## src/rtl/pid_multi.sv

```systemverilog
// pid_multi: time-multiplexed N_CH-channel PID controller sharing a single signed multiplier.
// Optional integral anti-windup is enabled by defining PID_ANTIWINDUP_EN.
module pid_multi #(
    parameter int D_WIDTH   = 16,
    parameter int N_CH      = 4,
    parameter int FRAC_BITS = 8,
    parameter int INT_WIDTH = 24
) (
    input  logic                      clock,
    input  logic                      reset,
    input  logic                      write_enable,
    input  logic [15:0]               reg_addr,
    input  logic [15:0]               reg_data,
    input  logic                      sample_valid,
    output logic                      sample_ready,
    input  logic [3:0]                sample_ch,
    input  logic signed [D_WIDTH-1:0] target,
    input  logic signed [D_WIDTH-1:0] measurement,
    output logic                      out_valid,
    output logic [3:0]                out_ch,
    output logic signed [D_WIDTH-1:0] out
);
    localparam int E_W   = D_WIDTH + 1;
    localparam int DD_W  = D_WIDTH + 2;
    localparam int OP_W  = (INT_WIDTH > DD_W) ? INT_WIDTH : DD_W;
    localparam int P_W   = D_WIDTH + OP_W;
    localparam int SUM_W = P_W + 2;
    localparam int CH_W  = (N_CH > 1) ? $clog2(N_CH) : 1;

    typedef enum logic [2:0] {IDLE, ERR, MUL_P, MUL_I, MUL_D, SAT} state_t;
    state_t state;

    logic signed [D_WIDTH-1:0]   kp [N_CH];
    logic signed [D_WIDTH-1:0]   ki [N_CH];
    logic signed [D_WIDTH-1:0]   kd [N_CH];
    logic signed [INT_WIDTH-1:0] integ [N_CH];
    logic signed [E_W-1:0]       prev_err [N_CH];

    logic [3:0]                  cur_ch, res_ch;
    logic [CH_W-1:0]             cur_idx;
    logic signed [D_WIDTH-1:0]   cur_t, cur_m, g_p, g_i, g_d, u_q;
    logic signed [E_W-1:0]       e_q, e_c;
    logic signed [DD_W-1:0]      d_q, d_c;
    logic signed [INT_WIDTH-1:0] i_new_q, i_new_c;
    logic signed [INT_WIDTH:0]   i_sum;
    logic signed [SUM_W-1:0]     sum, shifted;
    logic signed [D_WIDTH-1:0]   op_a, u_c;
    logic signed [OP_W-1:0]      op_b;
    logic signed [P_W-1:0]       prod;
    logic [SUM_W-D_WIDTH:0]      upper;
    logic                        ovf, sat_hi, sat_lo, wb_int, res_pend;

    assign cur_idx = cur_ch[CH_W-1:0];

    always_comb begin
        e_c   = {cur_t[D_WIDTH-1], cur_t} - {cur_m[D_WIDTH-1], cur_m};
        d_c   = {e_c[E_W-1], e_c} - {prev_err[cur_idx][E_W-1], prev_err[cur_idx]};
        i_sum = {integ[cur_idx][INT_WIDTH-1], integ[cur_idx]} + (INT_WIDTH+1)'(e_c);
        if (i_sum[INT_WIDTH] != i_sum[INT_WIDTH-1])
            i_new_c = i_sum[INT_WIDTH] ? {1'b1, {(INT_WIDTH-1){1'b0}}} : {1'b0, {(INT_WIDTH-1){1'b1}}};
        else
            i_new_c = i_sum[INT_WIDTH-1:0];

        op_a = '0;
        op_b = '0;
        case (state)
            MUL_P: begin op_a = g_p; op_b = OP_W'(e_q);     end
            MUL_I: begin op_a = g_i; op_b = OP_W'(i_new_q); end
            MUL_D: begin op_a = g_d; op_b = OP_W'(d_q);     end
            default: ;
        endcase
        prod = P_W'(op_a) * P_W'(op_b);

        shifted = sum >>> FRAC_BITS;
        upper   = shifted[SUM_W-1:D_WIDTH-1];
        ovf     = !((&upper) || !(|upper));
        sat_hi  = ovf && !shifted[SUM_W-1];
        sat_lo  = ovf && shifted[SUM_W-1];
        u_c     = sat_hi ? {1'b0, {(D_WIDTH-1){1'b1}}} :
                  sat_lo ? {1'b1, {(D_WIDTH-1){1'b0}}} : shifted[D_WIDTH-1:0];
`ifdef PID_ANTIWINDUP_EN
        wb_int = !((sat_hi && !e_q[E_W-1] && (|e_q)) || (sat_lo && e_q[E_W-1]));
`else
        wb_int = 1'b1;
`endif
    end

    always_ff @(posedge clock) begin
        if (reset) begin
            state        <= IDLE;
            sample_ready <= 1'b1;
            out_valid    <= 1'b0;
            out_ch       <= '0;
            out          <= '0;
            res_pend     <= 1'b0;
            res_ch       <= '0;
            u_q          <= '0;
            cur_ch       <= '0;
            cur_t        <= '0;
            cur_m        <= '0;
            g_p          <= '0;
            g_i          <= '0;
            g_d          <= '0;
            e_q          <= '0;
            d_q          <= '0;
            i_new_q      <= '0;
            sum          <= '0;
            for (int unsigned i = 0; i < N_CH; i++) begin
                kp[i]       <= '0;
                ki[i]       <= '0;
                kd[i]       <= '0;
                integ[i]    <= '0;
                prev_err[i] <= '0;
            end
        end else begin
            // Result is presented one cycle after SAT so the strobe lands 6 clocks after accept.
            out_valid <= res_pend;
            res_pend  <= 1'b0;
            if (res_pend) begin
                out    <= u_q;
                out_ch <= res_ch;
            end
            case (state)
                IDLE: if (sample_valid && ({1'b0, sample_ch} < 5'(N_CH))) begin
                    state        <= ERR;
                    sample_ready <= 1'b0;
                    cur_ch       <= sample_ch;
                    cur_t        <= target;
                    cur_m        <= measurement;
                    g_p          <= kp[sample_ch[CH_W-1:0]];
                    g_i          <= ki[sample_ch[CH_W-1:0]];
                    g_d          <= kd[sample_ch[CH_W-1:0]];
                end
                ERR: begin
                    e_q     <= e_c;
                    d_q     <= d_c;
                    i_new_q <= i_new_c;
                    state   <= MUL_P;
                end
                MUL_P: begin sum <= SUM_W'(prod);       state <= MUL_I; end
                MUL_I: begin sum <= sum + SUM_W'(prod); state <= MUL_D; end
                MUL_D: begin sum <= sum + SUM_W'(prod); state <= SAT;   end
                SAT: begin
                    u_q               <= u_c;
                    res_ch            <= cur_ch;
                    res_pend          <= 1'b1;
                    prev_err[cur_idx] <= e_q;
                    if (wb_int) integ[cur_idx] <= i_new_q;
                    state             <= IDLE;
                    sample_ready      <= 1'b1;
                end
                default: begin state <= IDLE; sample_ready <= 1'b1; end
            endcase
            // Placed after the SAT write-back so a same-cycle clear overrides it.
            if (write_enable && ({1'b0, reg_addr[15:2]} < 15'(N_CH))) begin
                case (reg_addr[1:0])
                    2'd0: kp[reg_addr[CH_W+1:2]] <= reg_data[D_WIDTH-1:0];
                    2'd1: ki[reg_addr[CH_W+1:2]] <= reg_data[D_WIDTH-1:0];
                    2'd2: kd[reg_addr[CH_W+1:2]] <= reg_data[D_WIDTH-1:0];
                    default: begin
                        integ[reg_addr[CH_W+1:2]]    <= '0;
                        prev_err[reg_addr[CH_W+1:2]] <= '0;
                    end
                endcase
            end
        end
    end
endmodule

```

## config.mk

```make
export PLATFORM = sky130hd
export DESIGN_NAME = pid_multi
export DESIGN_NICKNAME = d
export VERILOG_FILES = /design/src/rtl/pid_multi.sv
export SDC_FILE = /design/constraint.sdc
export NUM_CORES = 2
export LEC_CHECK = 0
export ABC_AREA = 1
export BUFFER_PORTS_ARGS = -buffer_cell sky130_fd_sc_hd__buf_2
export CORE_ASPECT_RATIO = 0.7
export CORE_MARGIN = 2
export CORE_UTILIZATION = 56
export CTS_BUF_LIST = sky130_fd_sc_hd__clkbuf_8
export CTS_CLUSTER_SIZE = 16
export DETAILED_ROUTE_END_ITERATION = 8
export GPL_ROUTABILITY_DRIVEN = 0
export GPL_TIMING_DRIVEN = 1
export HOLD_SLACK_MARGIN = 0.12
export PLACE_DENSITY_LB_ADDON = 0.12
export SETUP_SLACK_MARGIN = 0.2
export SYNTH_ARGS = -nofsm -noshare
export SYNTH_HDL_FRONTEND = slang
export SYNTH_SLANG_ARGS = --single-unit
export TNS_END_PERCENT = 30
```

## constraint.sdc

```tcl
create_clock -name clock -period 10.5 [get_ports clock]
set_clock_uncertainty 0.05 [all_clocks]
set_input_delay 0.525 -clock clock [delete_from_list [all_inputs] [get_ports clock]]
set_output_delay 0.525 -clock clock [all_outputs]
set_load 0.005 [all_outputs]
```

==> metrics.txt <==
Hold Path Class input pin to register; via density per instance 5.70; routed length on met1 approximately 64 mm; slew at the pin closest to its max-slew limit 1.11 ns; cell with the most instances after synthesis inv_1; deepest clock path buffer count 3; # placed instances 7061; cell seen most often among critical-path stages fa_1; pre-CTS setup slack approximately 1.3 ns; routed length per placed instance 19.9 um; die height ~240 um; number of failing hold endpoints at the final stage 0; number of cells traversed by the worst hold path 3; number of register bits inferred by synthesis 589; total number of nets in the final design 6784; data arrival time of the critical path 10.31 ns; TritonCTS buffer count 93; startpoint kind of the worst setup timing path register; Port Buffer Count 93; final WL ~150 mm; clock slew at reported path FFs roughly 0.080 ns; beginning of the worst register-to-register path state[1]; status finished, final reports clean; area of the placeable core approximately 81000 um2; Period minus WS final 9.71 ns; fraction of the yosys area taken by sequential cells 0.301; Starting Density 0.565; cell area after synthesis 45600 um2; MaxCap Viol Count 0; drt pass-1 iters 7; root buffer cell clkbuf_8; max incr delay on CP ~0.8 ns; number of warnings issued by yosys 0; power density cells 131 nW/um2; area added between synthesis and finish 8.45%; RR Endpoint sum[31]; required time of the worst setup path approximately 11 ns; remaining design rule violation count 0; number of gates resized after CTS 0; maximum number of pins on one net before global-route repair 77; pins over their slew limit 0; Yosys top cell area share 0.174; setup TNS 0 ns; total number of clock tree sinks 589; postcts setup bufs 0; launching instance or port of the critical path state[1]; Iteration-0 DRC Markers around 4600; area of the die 83700 um2; Crit Path Category register to register; Hold Buf Count CTS 48; count of boundary I/O pins 94; tightest slew margin relative to the limit 0.252; total length of routed met2 wires 57.4 mm; average cell area after synthesis 7.48 um2; routed vias between 40000 and 50000; Critical Path Sink Type register; worst skew pair latency 0.79 ns; Critical-path top delay cell o221ai_2; Final Non-Filler Cells 7277; antenna violations before repair 4; GRT Residual Overflow 0; top post-synthesis cells by count 1135 x inv_1, 1111 x nand2_1, 835 x nor2_1, 435 x o21ai_0, 397 x dfxtp_1; level count of the clock H-tree 3; biggest area consumer among synthesized cells dfxtp_1; P_leak 0.0239 uW; Final period util 0.924; unrepaired setup endpoints after global routing no; largest driver fanout on the critical path 18; total nets after synthesis 6734; DP HPWL 106 mm; routed wire length on met3 a little over 20 mm; hold slack 0.212 ns; antenna-violating nets left 0; VDD IR max 0.114 mV; final setup violation count 0; Max Freq roughly 100 MHz; floorplan die width 345 um; standard cell area after detailed placement between 40000 and 50000 um2; All-Layer GR Usage 0.350; num rows 87; largest cells by area after synthesis dfxtp_1 17%, fa_1 17%, edfxtp_1 13%; end point of the worst hold path state[0]; fraction of registers with async set or reset after synthesis 0; number of enable flip-flop cells after synthesis 192; TritonCTS clock tree built; Finished Cell Area 49400 um2; minimum setup slack among reg-to-reg paths 0.79 ns; Netlist cell types 58; fraction of final layout cells with drive strength greater than 1 0.0623; dominant synthesized flop cell dfxtp_1; wire length of the first global-routing pass 227 mm; top layer used by detailed routing met5; post-route worst setup slack 0.794 ns; post-synthesis cell count 6086; number of global-route vias before repair 39200; worst min-delay path startpoint sample_valid; Diodes inserted 0; Worst Reg-to-Reg Cells 35
-- registers in the layout, indices dropped and copies added (netlist names), 17 cells and up, named ones only --
name and cells:
kp 64, sum 42, integ 96, prev_err 68
e_q 17, i_new_q 24, d_q 18, ki 64
kd 64
-- logic make-up (layout without fill, tap and decap cells) --
logic type | count (synthesis) | count (layout) | share of synthesized area
and+or+nand+nor | 2318 | 2318 | 0.206
adders and majority gates | 576 | 576 | 0.221
DFF | 589 | 589 | 0.301
buffers and inverters | 1432 | 1555 | 0.121
xor gates and xnor gates | 90 | 90 | 0.0173
AOI/OAI and AO/OA | 1081 | 1081 | 0.134
-- how the worst max path moves through the flow --
stage	to	slack, ns	cells past startpoint
global route	sum[31]	0.37	39
CTS	sum[31]	1.19	38
floorplan	sum[41]	2.82	39
global placement	sum[40]	1.28	37
finish	sum[31]	0.79	35
detailed placement	sum[31]	1.29	35
-- worst max-delay path, delay by kind of cell (launching register included) --
kind,cells,cell delay [ns]
buf+inv,8,0.95
fa+ha+maj,8,3.93
xor+xnor,1,0.65
flops,1,0.47
compound gates,5,1.75
simple gates,13,1.76
-- stage by stage --
| stage | util | total power, uW |
|---|---|---|
| 2_1_floorplan | - | 3800 |
| 3_3_place_gp | 0.583 | 4340 |
| 3_5_place_dp | 0.583 | 4350 |
| 4_1_cts | 0.613 | 6440 |
| 5_1_grt | 0.613 | 6780 |
| 6_report | 0.613 | 6490 |
-- final cells by class --
cell class	instances	area, um2
Fill cell	7467	31200
Multi-Input combinational cell	4065	26400
Sequential cell	589	13700
Inverter	1151	4330
Timing Repair Buffer	236	1660
Clock buffer	110	1510
Tap cell	1068	1340
Clock inverter	58	434
-- metal layers --
metal	vias to the layer above	GRT usage
li1	19300	-
met1	19600	0.530
met2	2328	0.477
met3	242	0.118
met4	6	0.0851
met5	-	0
-- placed cells by master (no fill, tap or decap), drive strengths merged, types with 192 or more instances in the layout --
cell / synthesis / final
inv: 1148 / 1188
nand2: 1112 / 1112
nor2: 840 / 840
o21ai: 447 / 447
dfxtp: 397 / 397
fa: 378 / 378
a21oi: 359 / 359
nand3: 211 / 211
ha: 198 / 198
edfxtp: 192 / 192
-- report_power, final --
group	switching, uW	internal [uW]
clock network	1020	1090
registers	115	2480
logic	1240	543
(Power assumes the default switching activity.)
